$ cat config.mk
export PLATFORM = sky130hd
export DESIGN_NAME = hash_vga_grid
export DESIGN_NICKNAME = d
export VERILOG_FILES = /design/src/rtl/hash_vga_grid.sv
export SDC_FILE = /design/constraint.sdc
export NUM_CORES = 1
export LEC_CHECK = 0
export ABC_CLOCK_PERIOD_IN_PS = 10400
export CORE_ASPECT_RATIO = 2
export CORE_MARGIN = 10
export CORE_UTILIZATION = 55
export CTS_CLUSTER_DIAMETER = 40
export DETAILED_ROUTE_END_ITERATION = 12
export PLACE_DENSITY = 0.79
export SKIP_CTS_REPAIR_TIMING = 1
export SLEW_MARGIN = 30
export SYNTH_ARGS = -nofsm -noshare
export SYNTH_HDL_FRONTEND = slang
export SYNTH_SLANG_ARGS = --single-unit
$ cat constraint.sdc
create_clock -name clk -period 10.4 [get_ports clk]
set_input_delay 2.08 -clock clk [delete_from_list [all_inputs] [get_ports clk]]
set_output_delay 2.08 -clock clk [all_outputs]
set_load 0.05 [all_outputs]
$ cat src/rtl/hash_vga_grid.sv
// VGA raster generator drawing a hash as a ROWS x COLS grid of solid colour cells.
// Optional white cell borders are compiled in with `define HASH_VGA_GRIDLINE_EN.
module hash_vga_grid #(
  parameter int   H_ACTIVE = 640,
  parameter int   H_FP     = 16,
  parameter int   H_SYNC   = 96,
  parameter int   H_BP     = 48,
  parameter int   V_ACTIVE = 480,
  parameter int   V_FP     = 10,
  parameter int   V_SYNC   = 2,
  parameter int   V_BP     = 33,
  parameter logic SYNC_POL = 1'b0,
  parameter int   HASH_W   = 160,
  parameter int   COLS     = 8,
  parameter int   ROWS     = 4,
  parameter int   CELL_W   = 80,
  parameter int   CELL_H   = 120,
  parameter int   BPC      = 3
) (
  input  logic              clk,
  input  logic              rst,
  input  logic              i_pix_en,
  input  logic [HASH_W-1:0] i_hash,
  input  logic              i_hash_valid,
  output logic              o_hash_ready,
  output logic              o_frame_start,
  output logic              o_hsync,
  output logic              o_vsync,
  output logic [3:0]        o_red,
  output logic [3:0]        o_green,
  output logic [3:0]        o_blue
);

  localparam int H_TOT   = H_ACTIVE + H_FP + H_SYNC + H_BP;
  localparam int V_TOT   = V_ACTIVE + V_FP + V_SYNC + V_BP;
  localparam int HW      = $clog2(H_TOT);
  localparam int VW      = $clog2(V_TOT);
  localparam int CXW     = $clog2(CELL_W + 1);
  localparam int CYW     = $clog2(CELL_H + 1);
  localparam int CIW     = $clog2(COLS + 1);
  localparam int RIW     = $clog2(ROWS + 1);
  localparam int NCELL   = COLS * ROWS;
  localparam int KW      = $clog2(NCELL + 1);
  localparam int FIELD_W = 3 * BPC;
  localparam int GRID_B  = FIELD_W * NCELL;
  localparam int EXT_W   = ((HASH_W > GRID_B) ? HASH_W : GRID_B) + FIELD_W;

  localparam logic [HW-1:0]  H_LAST     = HW'(H_TOT - 1);
  localparam logic [HW-1:0]  H_ACT_C    = HW'(H_ACTIVE);
  localparam logic [HW-1:0]  H_SS       = HW'(H_ACTIVE + H_FP);
  localparam logic [HW-1:0]  H_SE       = HW'(H_ACTIVE + H_FP + H_SYNC);
  localparam logic [VW-1:0]  V_LAST     = VW'(V_TOT - 1);
  localparam logic [VW-1:0]  V_ACT_C    = VW'(V_ACTIVE);
  localparam logic [VW-1:0]  V_ACT_LAST = VW'(V_ACTIVE - 1);
  localparam logic [VW-1:0]  V_SS       = VW'(V_ACTIVE + V_FP);
  localparam logic [VW-1:0]  V_SE       = VW'(V_ACTIVE + V_FP + V_SYNC);
  localparam logic [CXW-1:0] CX_LAST    = CXW'(CELL_W - 1);
  localparam logic [CYW-1:0] CY_LAST    = CYW'(CELL_H - 1);
  localparam logic [CIW-1:0] COLS_C     = CIW'(COLS);
  localparam logic [RIW-1:0] ROWS_C     = RIW'(ROWS);
  localparam logic [KW-1:0]  COLS_K     = KW'(COLS);

  function automatic logic [3:0] chan(input logic [BPC-1:0] v);
    logic [7:0] t;
    t = 8'(v) << (8 - BPC);
    return t[7:4];
  endfunction

  logic [HW-1:0]  r_h_cnt;
  logic [VW-1:0]  r_v_cnt;
  logic [CXW-1:0] r_col_px;
  logic [CIW-1:0] r_col_idx;
  logic [CYW-1:0] r_row_px;
  logic [RIW-1:0] r_row_idx;
  logic           w_h_last, w_v_last;

  assign w_h_last = (r_h_cnt == H_LAST);
  assign w_v_last = (r_v_cnt == V_LAST);

  // Stage p0: raster and cell counters; cell indices saturate at COLS/ROWS (= outside grid)
  always_ff @(posedge clk) begin
    if (rst) begin
      r_h_cnt   <= '0;
      r_v_cnt   <= '0;
      r_col_px  <= '0;
      r_col_idx <= '0;
      r_row_px  <= '0;
      r_row_idx <= '0;
    end else if (i_pix_en) begin
      if (w_h_last) begin
        r_h_cnt   <= '0;
        r_col_px  <= '0;
        r_col_idx <= '0;
        if (w_v_last) begin
          r_v_cnt   <= '0;
          r_row_px  <= '0;
          r_row_idx <= '0;
        end else begin
          r_v_cnt <= r_v_cnt + 1'b1;
          if (r_row_px == CY_LAST) begin
            r_row_px <= '0;
            if (r_row_idx != ROWS_C) r_row_idx <= r_row_idx + 1'b1;
          end else begin
            r_row_px <= r_row_px + 1'b1;
          end
        end
      end else begin
        r_h_cnt <= r_h_cnt + 1'b1;
        if (r_col_px == CX_LAST) begin
          r_col_px <= '0;
          if (r_col_idx != COLS_C) r_col_idx <= r_col_idx + 1'b1;
        end else begin
          r_col_px <= r_col_px + 1'b1;
        end
      end
    end
  end

  logic          w_in_grid;
  logic [KW-1:0] w_k;
  logic          r_grid_p1, r_hs_p1, r_vs_p1, r_fs_p1;
  logic [KW-1:0] r_k_p1;

  assign w_in_grid = (r_h_cnt < H_ACT_C) && (r_v_cnt < V_ACT_C) &&
                     (r_col_idx < COLS_C) && (r_row_idx < ROWS_C);
  assign w_k       = KW'(r_row_idx) * COLS_K + KW'(r_col_idx);

  // Stage p1: cell index, grid flag, raw syncs
  always_ff @(posedge clk) begin
    if (rst) begin
      r_grid_p1 <= 1'b0;
      r_k_p1    <= '0;
      r_hs_p1   <= ~SYNC_POL;
      r_vs_p1   <= ~SYNC_POL;
      r_fs_p1   <= 1'b0;
    end else if (i_pix_en) begin
      r_grid_p1 <= w_in_grid;
      r_k_p1    <= w_in_grid ? w_k : '0;
      r_hs_p1   <= (r_h_cnt >= H_SS && r_h_cnt < H_SE) ? SYNC_POL : ~SYNC_POL;
      r_vs_p1   <= (r_v_cnt >= V_SS && r_v_cnt < V_SE) ? SYNC_POL : ~SYNC_POL;
      r_fs_p1   <= (r_h_cnt == '0) && (r_v_cnt == '0);
    end
  end

`ifdef HASH_VGA_GRIDLINE_EN
  logic r_border_p1;
  always_ff @(posedge clk) begin
    if (rst)           r_border_p1 <= 1'b0;
    else if (i_pix_en) r_border_p1 <= (r_col_px == '0) || (r_row_px == '0);
  end
`endif

  logic [HASH_W-1:0]  r_disp, r_pend;
  logic               r_pend_full;
  logic               w_accept, w_swap;
  logic [EXT_W-1:0]   w_disp_ext;
  logic [FIELD_W-1:0] w_field;

  assign o_hash_ready = ~r_pend_full;
  assign w_accept     = i_hash_valid & ~r_pend_full;
  assign w_swap       = i_pix_en & w_h_last & (r_v_cnt == V_ACT_LAST);
  assign w_disp_ext   = EXT_W'(r_disp);
  assign w_field      = w_disp_ext[FIELD_W*r_k_p1 +: FIELD_W];

  // Digest swap happens at the end of the last active line, so a frame never tears
  always_ff @(posedge clk) begin
    if (rst) begin
      r_disp      <= '0;
      r_pend_full <= 1'b0;
    end else begin
      if (w_swap && r_pend_full) r_disp <= r_pend;
      if (w_accept)    r_pend_full <= 1'b1;
      else if (w_swap) r_pend_full <= 1'b0;
    end
  end

  always_ff @(posedge clk) begin
    if (w_accept) r_pend <= i_hash;
  end

  // Stage p2: colour lookup and aligned outputs
  always_ff @(posedge clk) begin
    if (rst) begin
      o_red         <= 4'h0;
      o_green       <= 4'h0;
      o_blue        <= 4'h0;
      o_hsync       <= ~SYNC_POL;
      o_vsync       <= ~SYNC_POL;
      o_frame_start <= 1'b0;
    end else if (i_pix_en) begin
      o_hsync       <= r_hs_p1;
      o_vsync       <= r_vs_p1;
      o_frame_start <= r_fs_p1;
      if (!r_grid_p1) begin
        o_red   <= 4'h0;
        o_green <= 4'h0;
        o_blue  <= 4'h0;
`ifdef HASH_VGA_GRIDLINE_EN
      end else if (r_border_p1) begin
        o_red   <= 4'hF;
        o_green <= 4'hF;
        o_blue  <= 4'hF;
`endif
      end else begin
        o_red   <= chan(w_field[BPC-1:0]);
        o_green <= chan(w_field[2*BPC-1:BPC]);
        o_blue  <= chan(w_field[3*BPC-1:2*BPC]);
      end
    end else begin
      o_frame_start <= 1'b0;
    end
  end

endmodule

Word level (Yosys, flattened, before mapping) --
Cells that the tools add are included.
Operators by class: add/subtract/negate cells 7, multiply operators 1, order comparisons 8, equality and inequality tests 7, shift-type cells 1, mux-type cells 20, bitwise gates (word level) 5, reduce and logical (&&, ||, !) cells 18
Operator list (count):
- $shiftx 297x11->9 | 1
- $mux 7 | 4
- $mux 4 | 6
- $add 10x1->10 const B | 2
- $eq 10x10->1 const B | 2
- $logic_not 10->1 | 2
- $lt 10x10->1 const B | 2
- $lt 10x9->1 const B | 2
- $mux 10 | 2
- $add 7x1->7 const B | 2
- $eq 7x7->1 const B | 2
- $eq 10x9->1 const B | 1
- $ge 10x10->1 const B | 1
- $ge 10x9->1 const B | 1
- $mul 4x6->10 const A | 1
- $reduce_bool 2->1 | 5
- $mux 3 | 3
- $logic_and 1x1->1 | 7
- $add 6x4->6 | 1
- $mux 6 | 1
- $add 4x1->4 const B | 1
- $lt 4x4->1 const B | 1
- $mux 1 | 4
- $ne 4x4->1 const B | 1
- 9 further kinds | 12
Word-level totals: bits in registers 387

Longest topological paths before layout --
Gate-level depths: netlist (run 1).
depth in word-level cells 5, gate-level depth with buffers 9, gate-level depth less buffers 7

Worst setup path before layout (run 1) --
Ideal clock, no wire load.
kind in2reg, from input port i_hash_valid, to register r_pend[0], enable pin, arrival time 8.995 ns, path slack 0.705 ns, cell stages on the path 1, buffers on the path 0, cells stage by stage nor2b_1
On the way: longest elaborated chain between the ends 1
RTL lines:
- start, declared | line 24 | input logic i_hash_valid,
- $and 1x1->1 | line 160 | assign w_accept = i_hash_valid & ~r_pend_full;
- end signal, assigned | line 178 | if (w_accept) r_pend <= i_hash;
- end, declared | line 153 | logic [HASH_W-1:0] r_disp, r_pend;
No other way between the ends. A chain may end at the register's enable or synchronous reset.

Final worst setup path (run 1) --
from input port i_pix_en, to register r_disp[6]
On the way: longest elaborated chain between the ends 3
RTL lines:
- start, declared | line 22 | input logic i_pix_en,
- $and 1x1->1 (2 in series) | line 161 | assign w_swap = i_pix_en & w_h_last & (r_v_cnt == V_ACT_LAST);
- $logic_and 1x1->1 | line 171 | if (w_swap && r_pend_full) r_disp <= r_pend;
- end signal, assigned | line 171
- end, declared | line 153
No other way between the ends.

==> flow_summary.json, run 1 <==
{
  "finalPower_w": 0.00310,
  "dr.pass1.iters": 6,
  "grt_pass1_vias": 10345,
  "antenna_found_initial": 1,
  "cts_made_buffers": 35,
  "cellPowerDensity_nw_per_um2": 175,
  "n_fill_cell": 1982,
  "rr_worst_depth": 6,
  "grt_max_degree": 119,
  "drc": 0,
  "cp.required_ps": 10860,
  "async_reset_ff_share_pct": 0,
  "coreArea_um2": 26300,
  "slew_headroom_pct": 36.3,
  "drive_gt1_share_pct": 5.27,
  "synth_flop_cell": "dfxtp_1",
  "start_kind": "input pin",
  "setup_viol": 0,
  "drt-wirelength-per-cell_um": 18.2,
  "cts_buffer_depth": 3,
  "postRouteAntennaNets": 0,
  "finalSetupTns_ps": 0,
  "area_growth_pct": 21.3,
  "dp_slack_ps": 4840,
  "overflow": 0,
  "grt.busiest_layer": "met2",
  "cts_tree": "built",
  "vias": 10433,
  "gp_congestion": 0.857,
  "outcome": "finished, final reports clean",
  "syn_area_per_cell_um2": 10.5,
  "insertion_delay_ps": 550,
  "finalHoldViolations": 0,
  "synthTopCellsByArea": "edfxtp_1 33%, dfxtp_1 31%, nand2_1 9.3%, a21oi_1 6.8%, mux2i_1 4.4%",
  "grt_pass1_wl_um": 54400,
  "row_count": 84,
  "ctsHtreeMaxLevel": 2,
  "cap_viol_max_count": 0,
  "syn_area_um2": 14600,
  "grt_use_met3_pct": 3.41,
  "crit_type": "input pin to flip-flop",
  "dp.final_hpwl_um": 23500,
  "synth_cells": 1394,
  "finalWirelength_um": 34500,
  "use_met2_pct": 35.9,
  "ys.warnings.count": 0,
  "portBuffers": 176,
  "p_leak_nw": 5.67,
  "yosys.area.top_type": "edfxtp_1",
  "start_util_pct": 55.6,
  "dieArea_um2": 33900,
  "clkTransAtPathRegs_ps": 70,
  "io_pins": 180,
  "grt_usage_pct": 20.1,
  "cp.arrival_ps": 5520,
  "hold_class": "flip-flop to flip-flop",
  "use_met1_pct": 22.4,
  "crit_fanout": 94,
  "slew_viol_final": 0,
  "synth_top_area_share_pct": 32.9,
  "max_freq_mhz": 198,
  "tightest_slew_ps": 956,
  "ys_seq_area_share_pct": 63.6,
  "layout_commonest_cell": "nand2_1",
  "drt_iter0_drc": 887,
  "final_net_count": 1704,
  "synth_edf_count": 160,
  "clock_skew_ps": 30.4,
  "hold_depth": 2,
  "vias_per_cell": 5.49,
  "vdd_drop_max_mv": 0.229,
  "finalWorstSetupSlack_ps": 5340,
  "synth_seq_cells": 384,
  "rsz0062_at_grt": "false",
  "die_y_um": 250,
  "cts_sinks": 384,
  "die_w_um": 135,
  "crit_path_end_kind": "flip-flop",
  "most-common-layout-cells": "363 x nand2_1, 222 x dfxtp_1, 199 x a21oi_1",
  "clock-root-buffer": "clkbuf_16",
  "timing.final.crit_share_pct": 48.7,
  "synthDistinctLibCells": 51,
  "period_needed_ps": 5060
}
==> cells by family (layout without fill, tap and decap cells) <==
family / after synthesis / count (layout) / share of synthesized area [%]
AND/OR/NAND/NOR: 522 / 522 / 15.4
flip-flops: 384 / 384 / 63.6
AO/OA/AOI/OAI: 278 / 278 / 10.6
buffers and inverters: 103 / 262 / 3.13
multiplexers: 68 / 68 / 4.69
XOR/XNOR: 26 / 26 / 1.56
adder cells (fa/ha/maj): 12 / 12 / 1.03
other: 1 / 4 / 0.0257
==> cell usage after synthesis (all sizes together) (2+ instances only) <==
library cell / number
or4: 2
nor4: 7
nand3b: 3
a21oi: 199
edfxtp: 160
mux2i: 64
buf: 31
inv: 13
nor3: 8
xnor2: 9
a211oi: 16
a31oi: 14
nand4: 13
nor2: 57
xor2: 17
o21ai: 13
o311ai: 2
a22oi: 16
a211o: 3
and2: 2
o2bb2ai: 2
nor2b: 22
mux2: 4
nand2: 363
a21o: 8
nand2b: 7
nor3b: 4
nand3: 15
clkbuf: 59
dfxtp: 224
ha: 12
and4: 2
or3: 6
and3: 7
==> sequential cells by signal, summed over array words and instances, names as in the netlist <==
name	flops
r_h_cnt	10
r_fs_p1	1
r_vs_p1	1
o_vsync	1
o_hsync	1
r_k_p1	6
r_grid_p1	1
o_green	3
r_v_cnt	10
o_frame_start	1
r_col_idx	4
r_col_px	7
r_row_px	7
r_pend_full	1
o_blue	3
o_red	3
r_disp	160
r_row_idx	3
r_hs_p1	1
r_pend	160
==> per-stage QoR <==
step           std cells  area [µm²]  util [%]  hold WS, ps
2_1_floorplan       1396       14600         -          419
3_3_place_gp        1835       16500      62.8          433
3_5_place_dp        1835       16500      62.8          438
4_1_cts             1899       17700      67.5          448
5_1_grt             1900       17700      67.5          469
6_report            1900       17700      67.5          447
==> worst max-delay path: stages <==
cell             delay [ps]
clkdlybuf4s50_1         460
buf_4                   240
nand2b_1                150
nor4_1                  530
and3_4                  750
buf_4                   850
nand2_1                 170
a21oi_1                 180
==> routing by layer <==
layer	vias up	share of wire [%]
met5	-	0
met4	0	4.5
met3	72	4.8
met2	310	54
met1	4964	37
li1	5087	-
==> worst paths after layout <==
check	startpoint	to	slack, ps
setup / recovery	i_pix_en	r_disp[6]	5340
hold / removal	r_fs_p1	o_frame_start	450
setup reg to reg	r_h_cnt[7]	r_disp[6]	6660
hold reg to reg	r_fs_p1	o_frame_start	450
==> layout make-up <==
type,instances,area (µm²),share of cell area (%)
Clock buffer,44,992,5.60
Antenna cell,1,2.50,0.0141
Sequential cell,384,9290,52.4
Tap cell,344,430,2.43
Inverter,13,48.8,0.275
Timing Repair Buffer,185,1830,10.3
Multi-Input combinational cell,909,4900,27.6
Clock inverter,20,234,1.32
==> report_power, final <==
group | switching (W) | internal, W | leakage (nW)
registers | 0.0000158 | 0.00161 | 3.33
logic | 0.0000536 | 0.0000628 | 1.74
clock network | 0.000565 | 0.000786 | 0.601
No activity file was read; power rests on OpenSTA's default activity.
==> run 2: changes to the inputs <==
Settings changed: ABC_CLOCK_PERIOD_IN_PS 10400 to 4400, CORE_UTILIZATION 55 to 50, PLACE_DENSITY 0.79 to 0.76.
Clock period 10.4 ns to 4.4 ns, I/O delays scaled along.
==> run 2 against run 1 <==
  * Die area rose by 8.8%
  * Critical endpoint is now r_disp[95]
  * Worst setup slack got worse by 3800 ps
  * Core utilization fell by 5.5 points
==> flow_summary.json, run 2 (synthesis gave the netlist of run 1 again) <==
{
  "final_net_count": 1722,
  "cts_sinks": 384,
  "vias": 10482,
  "dieArea_um2": 36900,
  "cp.arrival_ps": 3290,
  "finalWirelength_um": 36000,
  "drt-wirelength-per-cell_um": 18.6,
  "cellPowerDensity_nw_per_um2": 406,
  "finalHoldViolations": 0,
  "regArea_um2": 9290,
  "finalSetupTns_ps": 0,
  "timing.rr.end": "r_disp[95]",
  "ff2ff_setup_slack_ps": 1560,
  "clock_skew_ps": 27.4,
  "hold_class": "flip-flop to flip-flop",
  "cts_made_buffers": 36,
  "setup_viol": 0,
  "cts_buffer_depth": 3,
  "rr_worst_depth": 6,
  "grt_pass1_vias": 10653,
  "coreArea_um2": 28800,
  "hold_depth": 2,
  "dp.final_hpwl_um": 25500,
  "final_cells": 1933,
  "outcome": "finished, final reports clean",
  "worstHoldStart": "r_disp[132]",
  "grt_usage_pct": 19.0,
  "dp_cells": 1867,
  "clkTransAtPathRegs_ps": 60,
  "p_leak_nw": 5.74,
  "most-common-layout-cells": "363 x nand2_1, 222 x dfxtp_1, 199 x a21oi_1",
  "reg.largest.list": "r_disp (160), r_pend (160)",
  "start_util_pct": 50.6,
  "gp_congestion": 0.847,
  "slew_viol_final": 0,
  "portBuffers": 176,
  "cap_viol_max_count": 0,
  "hold_end": "r_disp[132]",
  "row_count": 88,
  "multi_input_area_um2": 4900,
  "area_growth_pct": 22.4,
  "grt_pass1_wl_um": 56000,
  "drive_gt1_share_pct": 5.92,
  "rsz0062_at_grt": "false",
  "start_kind": "flip-flop",
  "r2r_start": "r_h_cnt[7]",
  "cp.required_ps": 4850,
  "ctsHtreeMaxLevel": 2,
  "vdd_drop_max_mv": 0.347,
  "grt_max_degree": 120,
  "insertion_delay_ps": 540,
  "max_freq_mhz": 352,
  "crit_type": "flip-flop to flip-flop",
  "slew_headroom_pct": 33.7,
  "timing.final.crit_share_pct": 64.5,
  "io_pins": 180,
  "antenna_found_initial": 1,
  "layout_commonest_cell": "nand2_1",
  "vias_per_cell": 5.42,
  "n_fill_cell": 2375,
  "drt_iter0_drc": 680,
  "drc": 0,
  "tightest_slew_ps": 994,
  "clock-root-buffer": "clkbuf_16",
  "period_needed_ps": 2840,
  "dr.pass1.iters": 5,
  "die_y_um": 262,
  "cts_tree": "built",
  "postRouteAntennaNets": 0,
  "crit_path_end_kind": "flip-flop",
  "die_w_um": 141,
  "overflow": 0,
  "crit_fanout": 75
}
==> run 2: changes by cell type in the layout (fill, tap and decap cells not counted), sizes merged <==
cell      previous run  this run
clkinv              12         9
buf                 10        27
clkbuf              44        45
inv                 16        17
clkinvlp             1         2
==> run 2: metrics by stage <==
step	cell area (µm²)	power [W]	setup slack, ps	hold WS (ps)	util, %
4_1_cts	17900	0.00732	1550	454	61.9
6_report	17900	0.00726	1560	453	62.0
3_3_place_gp	16700	0.00422	1110	438	57.9
5_1_grt	17900	0.00749	1420	469	62.0
2_1_floorplan	14600	0.00402	687	419	-
3_5_place_dp	16700	0.00422	1030	445	57.9
==> run 2: power by group <==
group          internal, W  leakage (nW)  switching [W]  total, W
combinational     0.000162          1.85       0.000133  0.000295
clock              0.00178         0.562        0.00133   0.00311
sequential         0.00381          3.33      0.0000375   0.00385
==> run 2: layout make-up <==
class                   count  share of cell area [%]
repair buffers            202                    11.3
flip-flops and latches    384                    51.9
inverters                  13                   0.273
multi-input cells         909                    27.4
diodes                      1                  0.0140
well taps                 360                    2.52
clock inverters            19                    1.25
clock buffers              45                    5.28
==> run 2: worst max-delay path, cell delays in order (launching register included) <==
cell and delay (ps):
dfxtp_1 370, or4b_4 580, nor3_2 580, and3_4 590, buf_12 350, nand2_1 110
a21oi_1 130
==> run 2: worst max path at each step <==
stage | start | end | slack, ps
after detailed placement | i_pix_en | r_disp[97] | 1030
after floorplan | i_hash_valid | r_pend[0] | 690
final | r_h_cnt[7] | r_disp[95] | 1560
after global routing | i_pix_en | r_v_cnt[7] | 1420
after CTS | r_h_cnt[7] | r_disp[108] | 1550
after global placement | i_pix_en | r_v_cnt[9] | 1110
==> run 2: layer usage <==
layer / vias up / global-route usage [%] / part of all wire [%]
met2: 269 / 36.3 / 55
met1: 5010 / 19.1 / 36
li1: 5122 / - / -
met3: 81 / 3.47 / 4.4
met4: 0 / 9.56 / 4.7
met5: - / 0 / 0
